File: src/rtl/pacman_pkg.sv
// Shared types, keycodes and helpers for the Pac-Man turn controller.
package pacman_pkg;

  // Movement directions; opposite directions differ only in bit 1.
  typedef enum logic [1:0] {
    UP    = 2'd0,
    LEFT  = 2'd1,
    DOWN  = 2'd2,
    RIGHT = 2'd3
  } dir_t;

  // Controller state; IDLE is only reachable through reset.
  typedef enum logic [1:0] {
    IDLE    = 2'd0,
    MOVING  = 2'd1,
    BLOCKED = 2'd2
  } state_t;

  // USB HID keycodes for the W/A/S/D keys.
  localparam logic [7:0] KEY_W = 8'h1A;
  localparam logic [7:0] KEY_A = 8'h04;
  localparam logic [7:0] KEY_S = 8'h16;
  localparam logic [7:0] KEY_D = 8'h07;

  // Reverse of a direction: flip the vertical/horizontal sense bit.
  function automatic dir_t opposite(input dir_t d);
    return dir_t'(d ^ 2'b10);
  endfunction

  // True when the keycode is one of the four movement keys.
  function automatic logic key_is_dir(input logic [7:0] k);
    return (k == KEY_W) || (k == KEY_A) || (k == KEY_S) || (k == KEY_D);
  endfunction

  // Direction encoded by a movement key; only meaningful when key_is_dir(k).
  function automatic dir_t key_to_dir(input logic [7:0] k);
    dir_t d;
    case (k)
      KEY_W:   d = UP;
      KEY_A:   d = LEFT;
      KEY_S:   d = DOWN;
      default: d = RIGHT;
    endcase
    return d;
  endfunction

endpackage

File: src/rtl/vs_edge_sync.sv
// Brings the asynchronous VGA vertical sync into the Clk domain and turns
// its rising edge into a single-cycle frame_tick, three Clk edges after the
// rise.
module vs_edge_sync (
  input  logic Clk,
  input  logic Reset_n,
  input  logic frame_vs,
  output logic frame_tick
);

  // sync_q[0], sync_q[1]: two-flop synchroniser; sync_q[2]: previous level.
  logic [2:0] sync_q;
  // valid_q[2] marks that sync_q[2] holds a real post-reset sample, so a VS
  // that is already high at reset release is not mistaken for a rising edge.
  logic [2:0] valid_q;
  logic       tick_q;
  logic       tick_d;

  // Rising edge seen on the synchronised level, once the history is real.
  always_comb begin
    tick_d = sync_q[1] & ~sync_q[2] & valid_q[2];
  end

  // Synchroniser, edge history and registered tick pulse.
  always_ff @(posedge Clk or negedge Reset_n) begin
    if (!Reset_n) begin
      sync_q  <= '0;
      valid_q <= '0;
      tick_q  <= 1'b0;
    end else begin
      sync_q  <= {sync_q[1:0], frame_vs};
      valid_q <= {valid_q[1:0], 1'b1};
      tick_q  <= tick_d;
    end
  end

  assign frame_tick = tick_q;

endmodule

File: src/rtl/pacman_turn_ctrl.sv
// Pac-Man direction controller: buffers W/A/S/D turn requests for a number
// of frames and commits them once per frame when the maze allows the move.
module pacman_turn_ctrl
  import pacman_pkg::*;
#(
  parameter int TILE_BITS   = 4,
  parameter int PEND_FRAMES = 16
) (
  input  logic       Clk,
  input  logic       Reset_n,
  input  logic [7:0] keycode,
  input  logic       frame_vs,
  input  logic [9:0] pos_x,
  input  logic [9:0] pos_y,
  input  logic [3:0] can_move,
  output logic [1:0] dir,
  output logic       moving,
  output logic       move_en,
  output logic       turn_pending,
  output logic       last_dirX,
  output logic       last_dirY
);

  localparam int CNT_W = $clog2(PEND_FRAMES + 1);

  logic frame_tick;

  state_t     state_q, state_d;
  dir_t       dir_q, dir_d;
  dir_t       pend_dir_q, pend_dir_d;
  logic       pend_q, pend_d;
  logic [CNT_W-1:0] cnt_q, cnt_d;
  logic       last_x_q, last_x_d;
  logic       last_y_q, last_y_d;
  logic       move_en_q, move_en_d;

  logic aligned;
  logic commit;
  logic key_hit;
  dir_t key_dir;
  logic unused_pos;

  vs_edge_sync u_vs_edge_sync (
    .Clk        (Clk),
    .Reset_n    (Reset_n),
    .frame_vs   (frame_vs),
    .frame_tick (frame_tick)
  );

  // Only the sub-tile offset matters for alignment.
  assign unused_pos = ^{pos_x[9:TILE_BITS], pos_y[9:TILE_BITS]};
  assign aligned    = (pos_x[TILE_BITS-1:0] == '0) && (pos_y[TILE_BITS-1:0] == '0);

  assign key_hit = key_is_dir(keycode);
  assign key_dir = key_to_dir(keycode);

  // A reversal may happen mid-tile; any other turn waits for tile alignment.
  assign commit = frame_tick && pend_q && can_move[pend_dir_q] &&
                  (aligned || (pend_dir_q == opposite(dir_q)));

  // Per-frame decision from pre-tick register values, then key loading,
  // which wins so that a key in a tick cycle is honoured at the next tick.
  always_comb begin
    state_d    = state_q;
    dir_d      = dir_q;
    pend_dir_d = pend_dir_q;
    pend_d     = pend_q;
    cnt_d      = cnt_q;
    last_x_d   = last_x_q;
    last_y_d   = last_y_q;
    move_en_d  = 1'b0;

    if (frame_tick) begin
      if (commit) begin
        dir_d   = pend_dir_q;
        pend_d  = 1'b0;
        cnt_d   = '0;
        state_d = MOVING;
        if ((pend_dir_q == LEFT) || (pend_dir_q == RIGHT)) begin
          last_x_d = (pend_dir_q == RIGHT);
        end else begin
          last_y_d = (pend_dir_q == DOWN);
        end
      end else begin
        // Age the buffered request; saturate at zero rather than wrap.
        if (pend_q) begin
          if (cnt_q <= CNT_W'(1)) begin
            cnt_d  = '0;
            pend_d = 1'b0;
          end else begin
            cnt_d = cnt_q - CNT_W'(1);
          end
        end
        if ((state_q == MOVING) && aligned && !can_move[dir_q]) begin
          state_d = BLOCKED;
        end
      end
      move_en_d = (state_d == MOVING);
    end

    if (key_hit) begin
      pend_dir_d = key_dir;
      pend_d     = 1'b1;
      cnt_d      = CNT_W'(PEND_FRAMES);
    end
  end

  // Controller state registers with asynchronous reset to the idle facing.
  always_ff @(posedge Clk or negedge Reset_n) begin
    if (!Reset_n) begin
      state_q    <= IDLE;
      dir_q      <= LEFT;
      pend_dir_q <= LEFT;
      pend_q     <= 1'b0;
      cnt_q      <= '0;
      last_x_q   <= 1'b0;
      last_y_q   <= 1'b0;
      move_en_q  <= 1'b0;
    end else begin
      state_q    <= state_d;
      dir_q      <= dir_d;
      pend_dir_q <= pend_dir_d;
      pend_q     <= pend_d;
      cnt_q      <= cnt_d;
      last_x_q   <= last_x_d;
      last_y_q   <= last_y_d;
      move_en_q  <= move_en_d;
    end
  end

  assign dir          = dir_q;
  assign moving       = (state_q == MOVING);
  assign move_en      = move_en_q;
  assign turn_pending = pend_q;
  assign last_dirX    = last_x_q;
  assign last_dirY    = last_y_q;

endmodule

File: config.mk
export PLATFORM = sky130hd
export DESIGN_NAME = pacman_turn_ctrl
export DESIGN_NICKNAME = d
export VERILOG_FILES = /design/src/rtl/pacman_pkg.sv /design/src/rtl/vs_edge_sync.sv /design/src/rtl/pacman_turn_ctrl.sv
export SDC_FILE = /design/constraint.sdc
export NUM_CORES = 1
export LEC_CHECK = 0
export ABC_AREA = 1
export BUFFER_PORTS_ARGS = -buffer_cell sky130_fd_sc_hd__buf_2
export CORE_ASPECT_RATIO = 1.5
export CORE_MARGIN = 2
export CORE_UTILIZATION = 53
export DETAILED_ROUTE_END_ITERATION = 7
export GPL_ROUTABILITY_DRIVEN = 0
export PLACE_DENSITY = 0.84
export SLEW_MARGIN = 20
export SYNTH_ARGS = -nofsm -noshare
export SYNTH_HDL_FRONTEND = slang
export SYNTH_SLANG_ARGS = --single-unit
File: constraint.sdc
create_clock -name Clk -period 2.82 [get_ports Clk]
set_input_delay 0.564 -clock Clk [delete_from_list [all_inputs] [get_ports Clk]]
set_output_delay 0.564 -clock Clk [all_outputs]
set_load 0.05 [all_outputs]
==> key figures <==
Synth
  • Synth Area in Compound Gates: 0.0566
  • Seq cells post-synth: 22
  • FFs w/ async S/R, synth: 1.00
  • Post-synthesis mux area share: 0
  • Top FF cell, synth: dfrtp_1
  • Main combinational cell family by area after synthesis: simple AND/OR/NAND/NOR gates
  • EDFF count, synth: 0
  • Simple-Gate Fraction of Synth Area: 0.372
  • XOR/XNOR Fraction of Synth Area: 0.0141
  • Cells after Synth: around 170
  • Mapped Nets: between 200 and 250
  • Synth Cell Area: 1240 sq um
  • Adder-cell share of the synthesized area: 0.0202
  • Register area share after synthesis: 0.446
  • Mean Syn Cell Area: between 7 and 8 sq um
  • Netlist cell types: 25
  • Yosys warns: 0

Layout
  • Area growth syn-to-layout: 17.4%
  • Register area: ~550 sq um
  • Area of the multi-input gates: around 580 sq um
  • # fillers: 210
  • Final design area excluding fillers: 1450 sq um
  • # diodes: 0
  • Final nets: 244
  • Layout cell share with drive strength beyond 1: 0.194

Setup path
  • CP cell instances: buf_2
  • WP buf/inv: 1
  • CP Launch Type: register
  • Max stage delay on crit path: a little under 600 ps
  • Worst EP required: about 2300 ps
  • Endpoint class of the critical path: primary output
  • Slowest stage cell, crit path: dfstp_2
  • CP Data Arrival Time: roughly 1200 ps
  • Max Fanout on Critical Path: 5
  • CP delay by family, top: flip-flops
  • Setup Crit Path Kind: register to primary output

Route
  • DRC Markers: 0
  • DR WL met2: ~1.4 mm
  • DRT met1 WL: between 1 and 1.5 mm
  • Post-DR vias/cell: ~5.2
  • ANT nets after route: 0
  • WL/cell: 11.3 um
  • Top sig layer: met4
  • WL final: approximately 2.6 mm
  • TritonRoute pass-1 iters: 5
  • DR WL met3: 92 um
  • Initial DRC count: 49
  • Via Count: 1202

STA
  • # setup viols final: 0
  • Crit share post-route: 0.612
  • Max Clock Freq: just under 600 MHz
  • Crit path time final: 1730 ps
  • Clk_skew: 2.82 ps
  • Slew Limit Fails: 0
  • WHS: about 180 ps
  • Final hold vios: 0
  • Setup TNS: 0 ps
  • RSZ-0062 raised after global routing: no

CTS
  • CTS sink cnt: 22
  • Max clock buf depth: 2
  • CTS H-tree depth: 1
  • TritonCTS buffer count: 3
  • Worst skew pair latency: between 300 and 400 ps
  • Post-CTS Resized: 0
  • Root buffer cell: clkbuf_4
  • CTS tree: done
  • Clock Pin Slew Worst Setup and Hold Paths: around 120 ps
  • Post-CTS Hold Fix Bufs: 0
  • Postcts setup bufs: 0

Placement
  • Placed inst area: 1400 sq um
  • Port-buffer cells: 29
  • Hpwl dp: about 2 mm

Floorplanning
  • Die footprint: between 2000 and 3000 sq um
  • Starting Density: 0.555
  • Die H: around 63 um
  • Top Ports: 42
  • Row Count: 21
  • CORE AREA: ~2200 sq um
  • Die X: about 43 um

Global route
  • Number of global-route vias before repair: ~1100
  • First-pass GRT wire length: about 4.2 mm
  • GRT overflow: 0
  • Largest net degree at the start of global routing: 23
  • Initial antenna violation count: 0
  • Gr usage total: 0.198

Status
  • Status: finished, final reports clean

Pwr
  • Leak Pwr: 0.000841 uW
  • Power per cell area: 815 nW/um^2
  • VDD IR max: ~0.00039 V

Min path
  • Worst min path class: input port to asynchronous set/reset pin

Run
  • Max_cap viols: 0
==> cells in the mapped netlist (2+ instances only) <==
library cell	number	area, sq um
nor3_1	3	15.0
o21ai_1	2	10.0
o21ai_0	3	15.0
dfrtp_1	20	500
a21oi_1	3	15.0
o211ai_1	2	15.0
ha_1	2	25.0
inv_1	24	90.1
dfstp_2	2	52.6
inv_2	2	7.51
nand2_1	60	225
nor2_1	23	86.3
nand3_1	16	80.1
==> where the power goes <==
part	leakage [uW]	switching, uW	internal [uW]
registers	0.000273	67.2	390
logic	0.000540	329	156
clock network	0.0000279	98.3	144
==> flip-flops by register name, indices dropped and copies added, names as in the netlist <==
register / cells
turn_pending: 1
u_vs_edge_sync.frame_tick: 1
dir: 2
state_q: 2
pend_dir_q: 2
cnt_q: 5
u_vs_edge_sync.sync_q: 3
u_vs_edge_sync.valid_q: 3
last_dirX: 1
last_dirY: 1
move_en: 1
==> metal layers <==
layer / up-vias / global-route usage
met4: 0 / 0.0795
met5: - / 0
met2: 41 / 0.381
met3: 8 / 0.0258
met1: 555 / 0.201
li1: 598 / -
==> stage by stage <==
step / total power, uW / cells / util / setup WS (ps)
after floorplan: 822 / 174 / - / 1190
after global routing: 1260 / 229 / 0.651 / 1060
after global placement: 912 / 225 / 0.627 / 1240
final: 1180 / 229 / 0.651 / 1090
after detailed placement: 940 / 225 / 0.627 / 1200
after CTS: 1180 / 229 / 0.651 / 1090
==> logic make-up (layout without fill, tap and decap cells) <==
kind of cell | Yosys count | in the layout
AO/OA/AOI/OAI | 12 | 12
flip-flops | 22 | 22
XOR/XNOR | 2 | 2
adder cells (fa/ha/maj) | 2 | 2
other | 1 | 1
AND/OR/NAND/NOR | 108 | 108
buffers and inverters | 27 | 59
==> path summary, 6_finish.rpt <==
| check | start | to | slack [ps] | depth (start not counted) |
|---|---|---|---|---|
| max | dir[0] | dir[0] | 1090 | 1 |
| min | Reset_n | last_dirX | 180 | 1 |
| max reg2reg | pend_dir_q[0] | last_dirY | 1350 | 8 |
| min reg2reg | u_vs_edge_sync.valid_q[1] | u_vs_edge_sync.valid_q[2] | 360 | 0 |
| max in group asynchronous | Reset_n | pend_dir_q[0] | 2300 | 1 |
| min in group Clk | frame_vs | u_vs_edge_sync.sync_q[0] | 340 | 1 |
==> cells in the final DEF (no fill, tap or decap), drive strengths merged <==
cell type	count
nand2	61
buf	29
inv	26
nor2	24
dfrtp	20
nand3	17
o21ai	5
nor3	3
a21oi	3
clkbuf	3
o211ai	2
ha	2
dfstp	2
or2	1
and2	1
a22oi	1
xor2	1
o21bai	1
xnor2	1
nand4	1
bufinv	1
conb	1
==> cell type report <==
class,instances,share of cell area
clock buffers,3,0.0155
clock inverters,1,0.0207
inverters,26,0.0671
multi-input cells,125,0.397
flip-flops and latches,22,0.380
well taps,23,0.0198
repair buffers,29,0.0998
Power figures use the tool's default switching activity.
